===== src/rtl/fifo_pkg.sv =====
// Shared constants and types for the FIFO read-side drain path.
package fifo_pkg;

    // Read latency of the upstream synchronous FIFO (rd_en -> rd_data).
    localparam int FIFO_RD_LAT = 1;

    // One presented word, one spare so a capture can land during a handshake,
    // plus one slot per word still in flight from the FIFO.
    localparam int SKID_DEPTH = FIFO_RD_LAT + 2;

    // Default word width, matching the FIFO's data_width.
    localparam int DATA_WIDTH = 7;

    typedef logic [DATA_WIDTH-1:0] word_t;

    // Occupancy spans 0..SKID_DEPTH, pointers span 0..SKID_DEPTH-1.
    typedef logic [$clog2(SKID_DEPTH+1)-1:0] occ_t;
    typedef logic [$clog2(SKID_DEPTH)-1:0]   ptr_t;

    // Advance a circular-buffer pointer, wrapping after the last entry.
    function automatic ptr_t ptr_inc(input ptr_t p);
        return (p == ptr_t'(SKID_DEPTH - 1)) ? ptr_t'(0) : p + ptr_t'(1);
    endfunction

endpackage


===== src/rtl/fifo_rd_skid.sv =====
// Small circular buffer that absorbs words arriving from the FIFO read port
// and presents the oldest one at head_data. occ reports the current fill level.
module fifo_rd_skid #(
    parameter int WIDTH = fifo_pkg::DATA_WIDTH
) (
    input  logic                 clk,
    input  logic                 rst,
    input  logic                 push,
    input  logic [WIDTH-1:0]     push_data,
    input  logic                 pop,
    output logic [WIDTH-1:0]     head_data,
    output fifo_pkg::occ_t       occ
);
    import fifo_pkg::*;

    logic [WIDTH-1:0] mem [SKID_DEPTH];
    ptr_t             rd_ptr;
    ptr_t             wr_ptr;
    logic             push_ok;
    logic             pop_ok;

    // Never pop an empty buffer; a push into a full buffer is only legal
    // when the same cycle also frees the head entry.
    assign pop_ok  = pop && (occ != '0);
    assign push_ok = push && ((occ != occ_t'(SKID_DEPTH)) || pop_ok);

    assign head_data = mem[rd_ptr];

    // Entry storage: written at wr_ptr on each accepted push.
    always_ff @(posedge clk) begin
        if (rst) begin
            // NOTE: the entries are cleared on reset because the head entry drives
            // an output port directly and must read as zero after reset; a wide
            // RAM without that visibility would be left unreset.
            for (int i = 0; i < SKID_DEPTH; i++) begin
                mem[i] <= '0;
            end
        end else if (push_ok) begin
            // NOTE: clocked state uses <= so every register in the design sees
            // pre-edge values regardless of block evaluation order.
            mem[wr_ptr] <= push_data;
        end
    end

    // Pointer and occupancy tracking; push and pop together leave occ unchanged.
    always_ff @(posedge clk) begin
        if (rst) begin
            rd_ptr <= '0;
            wr_ptr <= '0;
            occ    <= '0;
        end else begin
            if (push_ok) begin
                wr_ptr <= ptr_inc(wr_ptr);
            end
            if (pop_ok) begin
                rd_ptr <= ptr_inc(rd_ptr);
            end
            case ({push_ok, pop_ok})
                2'b10:   occ <= occ + occ_t'(1);
                2'b01:   occ <= occ - occ_t'(1);
                default: occ <= occ;
            endcase
        end
    end

endmodule


===== src/rtl/fifo_rd_stream.sv =====
// Drains the synchronous FIFO's 1-cycle-latency read port into a valid/ready
// stream at full throughput, framing the words into fixed-length packets.
// fifo_rd_en depends only on registered state and fifo_empty, never on m_ready.
module fifo_rd_stream #(
    parameter int DATA_WIDTH = fifo_pkg::DATA_WIDTH,
    parameter int PKT_LEN    = 4,
    parameter int CNT_WIDTH  = 16
) (
    input  logic                  clk,
    input  logic                  rst,
    input  logic                  fifo_empty,
    output logic                  fifo_rd_en,
    input  logic [DATA_WIDTH-1:0] fifo_rd_data,
    output logic                  m_valid,
    input  logic                  m_ready,
    output logic [DATA_WIDTH-1:0] m_data,
    output logic                  m_last,
    output logic [CNT_WIDTH-1:0]  pkt_cnt
);
    import fifo_pkg::*;

    // A one-word packet still needs a 1-bit index so the compare below is legal.
    localparam int                   IDX_WIDTH = (PKT_LEN > 1) ? $clog2(PKT_LEN) : 1;
    localparam logic [IDX_WIDTH-1:0] LAST_IDX  = IDX_WIDTH'(PKT_LEN - 1);

    logic                  inflight;
    occ_t                  occ;
    logic [$bits(occ_t):0] committed;
    logic [DATA_WIDTH-1:0] head_data;
    logic [IDX_WIDTH-1:0]  word_idx;
    logic                  handshake;

    // Words already buffered plus the one still crossing the FIFO read latency;
    // popping only while this is below the depth means a capture always has room.
    assign committed  = {1'b0, occ} + ($bits(occ_t) + 1)'(inflight);
    assign fifo_rd_en = !rst && !fifo_empty && (committed < ($bits(occ_t) + 1)'(SKID_DEPTH));

    assign m_valid   = (occ != '0);
    assign m_data    = head_data;
    assign m_last    = m_valid && (word_idx == LAST_IDX);
    assign handshake = m_valid && m_ready;

    // Remember last cycle's pop so its data is captured when it appears.
    always_ff @(posedge clk) begin
        if (rst) begin
            inflight <= 1'b0;
        end else begin
            inflight <= fifo_rd_en;
        end
    end

    // Packet framing: position within the packet and completed-packet count.
    always_ff @(posedge clk) begin
        if (rst) begin
            word_idx <= '0;
            pkt_cnt  <= '0;
        end else if (handshake) begin
            if (word_idx == LAST_IDX) begin
                word_idx <= '0;
                pkt_cnt  <= pkt_cnt + CNT_WIDTH'(1);
            end else begin
                word_idx <= word_idx + IDX_WIDTH'(1);
            end
        end
    end

    fifo_rd_skid #(
        .WIDTH (DATA_WIDTH)
    ) u_skid (
        .clk       (clk),
        .rst       (rst),
        .push      (inflight),
        .push_data (fifo_rd_data),
        .pop       (handshake),
        .head_data (head_data),
        .occ       (occ)
    );

endmodule

===== config.mk =====
export PLATFORM = sky130hd
export DESIGN_NAME = fifo_rd_stream
export DESIGN_NICKNAME = d
export VERILOG_FILES = /design/src/rtl/fifo_pkg.sv /design/src/rtl/fifo_rd_skid.sv /design/src/rtl/fifo_rd_stream.sv
export SDC_FILE = /design/constraint.sdc
export NUM_CORES = 1
export LEC_CHECK = 0
export ABC_AREA = 1
export CAP_MARGIN = 20
export CORE_UTILIZATION = 40
export DETAILED_ROUTE_END_ITERATION = 6
export GPL_ROUTABILITY_DRIVEN = 0
export SLEW_MARGIN = 20
export SYNTH_ARGS = -nofsm -noshare
export SYNTH_HDL_FRONTEND = slang
export SYNTH_SLANG_ARGS = --single-unit

===== constraint.sdc =====
create_clock -name clk -period 4.1 [get_ports clk]
set_clock_uncertainty 0.2 [all_clocks]
set_input_delay 0.41 -clock clk [delete_from_list [all_inputs] [get_ports clk]]
set_output_delay 0.41 -clock clk [all_outputs]
set_load 0.02 [all_outputs]

==> results of run 1 <==
[worst max-delay path, delay by kind of cell, from the launching register on]
kind | cells | cell delay (ns)
AO/OA/AOI/OAI | 1 | 0.39
flip-flops | 1 | 0.44
adder cells (fa/ha/maj) | 2 | 0.42
buffers and inverters | 1 | 0.67
[per-layer routing]
layer / vias up / track usage (%) / share of wire, % / wire length, µm
met1: 913 / 20.3 / 46 / 2410
met5: - / 0 / 0 / 0
li1: 1046 / - / - / -
met2: 43 / 31.4 / 49 / 2590
met3: 4 / 3.33 / 3.6 / 188
met4: 0 / 4.56 / 0.94 / 49
[flip-flops by register name (all words and copies together) (netlist names), named ones only]
register       flops
u_skid.mem        28
u_skid.wr_ptr      2
word_idx           2
u_skid.rd_ptr      2
inflight           1
pkt_cnt           16
u_skid.occ         2
[metrics by stage]
| step | cells | hold WS [ns] | cell area, µm² | util [%] |
|---|---|---|---|---|
| CTS | 412 | 0.303 | 3070 | 51.0 |
| floorplan | 297 | 0.259 | 2540 | - |
| detailed placement | 404 | 0.288 | 2990 | 49.5 |
| global placement | 404 | 0.271 | 2990 | 49.5 |
| finish | 412 | 0.301 | 3070 | 51.0 |
| global route | 412 | 0.332 | 3070 | 51.0 |
[path summary, 6_finish.rpt]
check              startpoint                to  cells past startpoint
max             u_skid.occ[0]        fifo_rd_en                      4
min          u_skid.rd_ptr[1]         flip-flop                      2
min reg2reg  u_skid.rd_ptr[1]         flip-flop                      2
max reg2reg     u_skid.occ[0]  u_skid.mem[1][5]                      5
[area by class of cell]
cell class | instances | area [µm²] | area share, %
inverters | 48 | 180 | 5.86
clock buffers | 5 | 68.8 | 2.24
multi-input cells | 189 | 962 | 31.3
well taps | 75 | 93.8 | 3.05
clock inverters | 3 | 18.8 | 0.611
flip-flops and latches | 55 | 1380 | 45.0
repair buffers | 37 | 368 | 12.0
[power by group through the flow]
stage	Combinational, mW	Clock (mW)	Sequential (mW)
after global placement	0.201	0	0.639
after global routing	0.224	0.329	0.632
after CTS	0.203	0.308	0.627
after floorplan	0.129	0	0.630
final	0.199	0.298	0.626
after detailed placement	0.202	0	0.640
[cell usage in the layout (no fill, tap or decap), drive strengths merged, types with 5 or more instances in the layout]
cell type and instances:
nand2 44, a21oi 8, nand3 17, inv 49, o21ai 27, nor2 66, ha 5, clkdlybuf4s50 36
dfxtp 27, edfxtp 28, o22ai 7, clkbuf 5
[kinds of logic after synthesis]
group	after synthesis	share of synthesized area (%)
xor gates and xnor gates	1	0.344
AOI/OAI and AO/OA	48	10.6
buffers and inverters	53	7.87
and+or+nand+nor	135	24.4
adders and majority gates	5	2.46
DFF	55	54.3
==> impl_metrics.yaml, run 1 <==
run_status:
  run_status: "finished, final reports clean"
synth:
  yosys_warnings: 0
  synth_cell_types: 29
  synth_area_per_cell_um2: 8.56
  synth_area_leaders: "edfxtp_1 (33%), dfxtp_1 (21%), nor2_1 (8.9%), inv_1 (6.8%), nand2_1 (6.3%)"
  synthFlopType: "edfxtp_1"
  syn_inst: 297
  syn_area_um2: 2540
  async_reset_ff_share_pct: 0
  ys_ff_latch: 55
  synth-edff-count: 28
  yosysSeqAreaShare_pct: 54.3
  syn-num-nets: 313
  yosys-top-cells-count: "nor2_1 (60), inv_1 (46), nand2_1 (43), edfxtp_1 (28), dfxtp_1 (27)"
  yosysMostFrequentCell: "nor2_1"
  synth_top_cell_area_share_pct: 33.1
  yosysTopAreaCell: "edfxtp_1"
routing:
  drt-wirelength-per-cell_um: 12.7
  vias: 2006
  antenna_left: 0
  drt_iter0_markers: 139
  drc: 0
  first_pass_iters: 4
  avgViaCountPerCell: 4.87
  routed_wl_mm: 5.24
setup_path:
  max_stage_delay_ns: 0.67
  required_ns: 3.49
  crit_type: "reg2out"
  critical_path.max_fanout: 6
  worstSetupStartpointType: "flip-flop"
  cp.arrival_ns: 2.21
  path_common_cell: "ha_1"
  cp-end-kind: "primary output"
  crit_chain: "ha_1 -> ha_1 -> a2111oi_0 -> clkdlybuf4s50_1"
  rrSetupSlack_ns: 2.25
  slowest_stage: "clkdlybuf4s50_1"
clock_network:
  clk_pin_slew_ns: 0.09
  cts_setup_buffers: 0
  clkSinkCount: 55
  cts_buffers: 5
  cts_resized: 0
  cts_tree: "built"
  h-tree-depth: 2
  cts_root_buf: "clkbuf_8"
  postCtsHoldBufs: 0
  clock_path_buffers: 2
  insertion_delay_ns: 0.30
die:
  dieArea_um2: 6680
  rows: 28
  start_util_pct: 42.2
  die_h_um: 81.7
  pin_count: 37
  coreArea_um2: 6030
  die_w_um: 81.7
final_layout:
  final_layout_size_suffix_gt1_share_pct: 6.82
  fillers: 586
  diodes: 0
  area_growth_pct: 20.8
  nets: 352
placement:
  dp_slack_ns: 1.28
  port_buffers: 36
  dpl.hpwl_mm: 3.61
timing:
  max_slew_margin_pct: 57.0
  clock.fmax_mhz: 354
  worstMarginPinSlew_ns: 0.645
  hold_violations: 0
  tns_ns: 0
  setup-violations-final: 0
  finalCritPeriodShare_pct: 68.9
  rsz0062_at_grt: "no"
  period_needed_ns: 2.82
  setup_slack_ns: 1.28
  maxSlewViolCount: 0
global_route:
  grtUsageTotal_pct: 17.2
  grt_overflow: 0
  grt_pass1_wl_mm: 8.60
  antenna_found_initial: 0
  grt_pass1_vias: 1886
  grt_start_max_net_pins: 23
power_and_ir_drop:
  swShare_pct: 28.0
  comb_power_share_pct: 17.7
  total_power_mw: 1.12
  p_switching_mw: 0.315
  pwr-share-seq_pct: 55.8
  p_int_mw: 0.808
  vdd_drop_max_v: 0.000162
  clkPwrFrac_pct: 26.5
  p_per_area_nw_per_um2: 366
  total_leakage_power_nw: 1.22
run:
  drv_cap: 0
hold_path:
  hold_class: "reg2reg"
Power figures use the tool's default switching activity.
==> inputs of run 2 (changes only) <==
==> constraint.sdc (replaced) <==
create_clock -name clk -period 2.45 [get_ports clk]
set_clock_uncertainty 0.2 [all_clocks]
set_input_delay 0.245 -clock clk [delete_from_list [all_inputs] [get_ports clk]]
set_output_delay 0.245 -clock clk [all_outputs]
set_load 0.02 [all_outputs]
==> run 2 against run 1 <==
Against the previous run: clock-buffer cell count is 1 higher; total power is 70% higher; sequential cell count stayed put; first-iteration DRC count is 65% lower; sequential share of layout area is 0.70 points lower; register-to-register slack worse by 1.7 ns; setup slack worse by 1.1 ns; worst hold slack worse by 0.0035 ns; sequential power is 66% higher; critical path depth stayed put; critical endpoint is now m_data[4]; core utilization is 0.81 points higher; via count is 1.2% higher; critical path type unchanged.
==> impl_metrics.yaml, run 2 (synthesis results as in run 1) <==
final_layout:
  final_cell_mix: "nor2_1 (60), inv_1 (45), nand2_1 (43)"
  nets: 358
  diodes: 0
  post-route-util_pct: 51.8
  final_layout_size_suffix_gt1_share_pct: 8.45
  largest_registers: "u_skid.mem (28), pkt_cnt (16)"
  top_register: "u_skid.mem"
  final_common_cell: "nor2_1"
  area_growth_pct: 22.7
  largest_reg_flops: 28
  fin_area_um2: 3120
power_and_ir_drop:
  vdd_drop_max_v: 0.000339
  pwr-share-seq_pct: 54.4
  total_leakage_power_nw: 1.24
  p_per_area_nw_per_um2: 610
  total_power_mw: 1.91
  p_int_mw: 1.37
  comb_power_share_pct: 19.1
  swShare_pct: 28.2
  clkPwrFrac_pct: 26.5
  p_switching_mw: 0.537
setup_path:
  worstSetupStartpointType: "flip-flop"
  crit_type: "reg2out"
  slowest_stage: "clkdlybuf4s50_1"
  worstReg2RegEnd: "u_skid.occ[1]"
  rr_startpoint: "u_skid.occ[0]"
  max_stage_delay_ns: 0.64
  critPathTopFamily: "buffers and inverters"
  required_ns: 2.01
  cp-end-kind: "primary output"
  critical_path.max_fanout: 14
  reg2reg_depth: 8
  crit_chain: "buf_4 -> o21ai_0 -> o22ai_1 -> clkdlybuf4s50_1"
  critPathBufInv: 2
  rrSetupSlack_ns: 0.58
  cp.arrival_ns: 1.86
placement:
  port_buffers: 36
  dpl.hpwl_mm: 3.78
  placed_area_um2: 3030
global_route:
  antenna_found_initial: 0
  grt_overflow: 0
  grt_pass1_vias: 1929
  grt_pass1_wl_mm: 8.60
  grt_start_max_net_pins: 19
  grtUsageTotal_pct: 17.2
clock_network:
  cts_resized: 1
  cts_tree: "built"
  h-tree-depth: 2
  clkSinkCount: 55
  clk_pin_slew_ns: 0.09
  cts_root_buf: "clkbuf_8"
  postCtsHoldBufs: 0
  cts_buffers: 5
  clock_path_buffers: 2
  insertion_delay_ns: 0.31
  cts_setup_buffers: 0
timing:
  hold_violations: 0
  finalCritPeriodShare_pct: 94.0
  maxSlewViolCount: 0
  clock.fmax_mhz: 434
  tns_ns: 0
  period_needed_ns: 2.30
  max_slew_margin_pct: 77.8
  rsz0062_at_grt: "no"
  worstMarginPinSlew_ns: 0.325
  setup-violations-final: 0
hold_path:
  holdPathEnd: "pkt_cnt[4]"
  whs_path_depth: 2
  worstHoldStart: "pkt_cnt[4]"
  hold_class: "reg2reg"
routing:
  routed_wl_mm: 5.26
  drc: 0
  drt_iter0_markers: 48
  avgViaCountPerCell: 4.86
  vias: 2031
  drt-wirelength-per-cell_um: 12.6
  antenna_left: 0
  first_pass_iters: 4
die:
  start_util_pct: 42.2
  die_h_um: 81.7
  rows: 28
  pin_count: 37
  dieArea_um2: 6680
  coreArea_um2: 6030
  die_w_um: 81.7
run:
  drv_cap: 0
run_status:
  run_status: "finished, final reports clean"
-- run 2: power by group through the flow --
stage	Combinational, mW	Clock (mW)	Sequential, mW
after CTS	0.369	0.519	1.03
after floorplan	0.216	0	1.05
final	0.364	0.505	1.04
after detailed placement	0.368	0	1.06
after global placement	0.364	0	1.05
after global routing	0.404	0.556	1.04
-- run 2: how the worst max path moves through the flow --
stage	depth (start not counted)	endpoint	start
final	4	m_data[4]	flip-flop
after global routing	4	fifo_rd_en	inflight
after CTS	4	m_data[4]	flip-flop
after detailed placement	4	fifo_rd_en	inflight
after global placement	4	fifo_rd_en	inflight
after floorplan	3	fifo_rd_en	u_skid.occ[0]
-- run 2: worst reg2reg max path, cell delays in order (launching register included) --
cell     delay (ns)
dfxtp_1        0.32
buf_4          0.15
nor2_1         0.21
nor2_4         0.09
ha_1           0.34
a21oi_1        0.12
o21ai_0        0.11
o21ai_0        0.16
a21oi_1        0.06
-- run 2: routing by layer --
metal / track usage (%) / routed length [µm]
met5: 0 / 0
met4: 7.02 / 107
met3: 3.56 / 186
met2: 30.2 / 2540
met1: 20.2 / 2430
-- run 2: through the flow --
| stage | hold WS, ns | cells | setup WS (ns) |
|---|---|---|---|
| 6_report | 0.298 | 418 | 0.148 |
| 5_1_grt | 0.306 | 418 | 0.0124 |
| 4_1_cts | 0.300 | 418 | 0.0734 |
| 3_5_place_dp | 0.284 | 410 | 0.141 |
| 3_3_place_gp | 0.274 | 410 | 0.187 |
| 2_1_floorplan | 0.134 | 297 | 0.0626 |
-- run 2: area by class of cell --
class	count	area, µm²
fill	587	2900
sequential	55	1380
multi-input combinational	189	962
timing repair buffer	43	412
inverter	48	184
tap	75	93.8
clock buffer	6	72.6
clock inverter	2	16.3
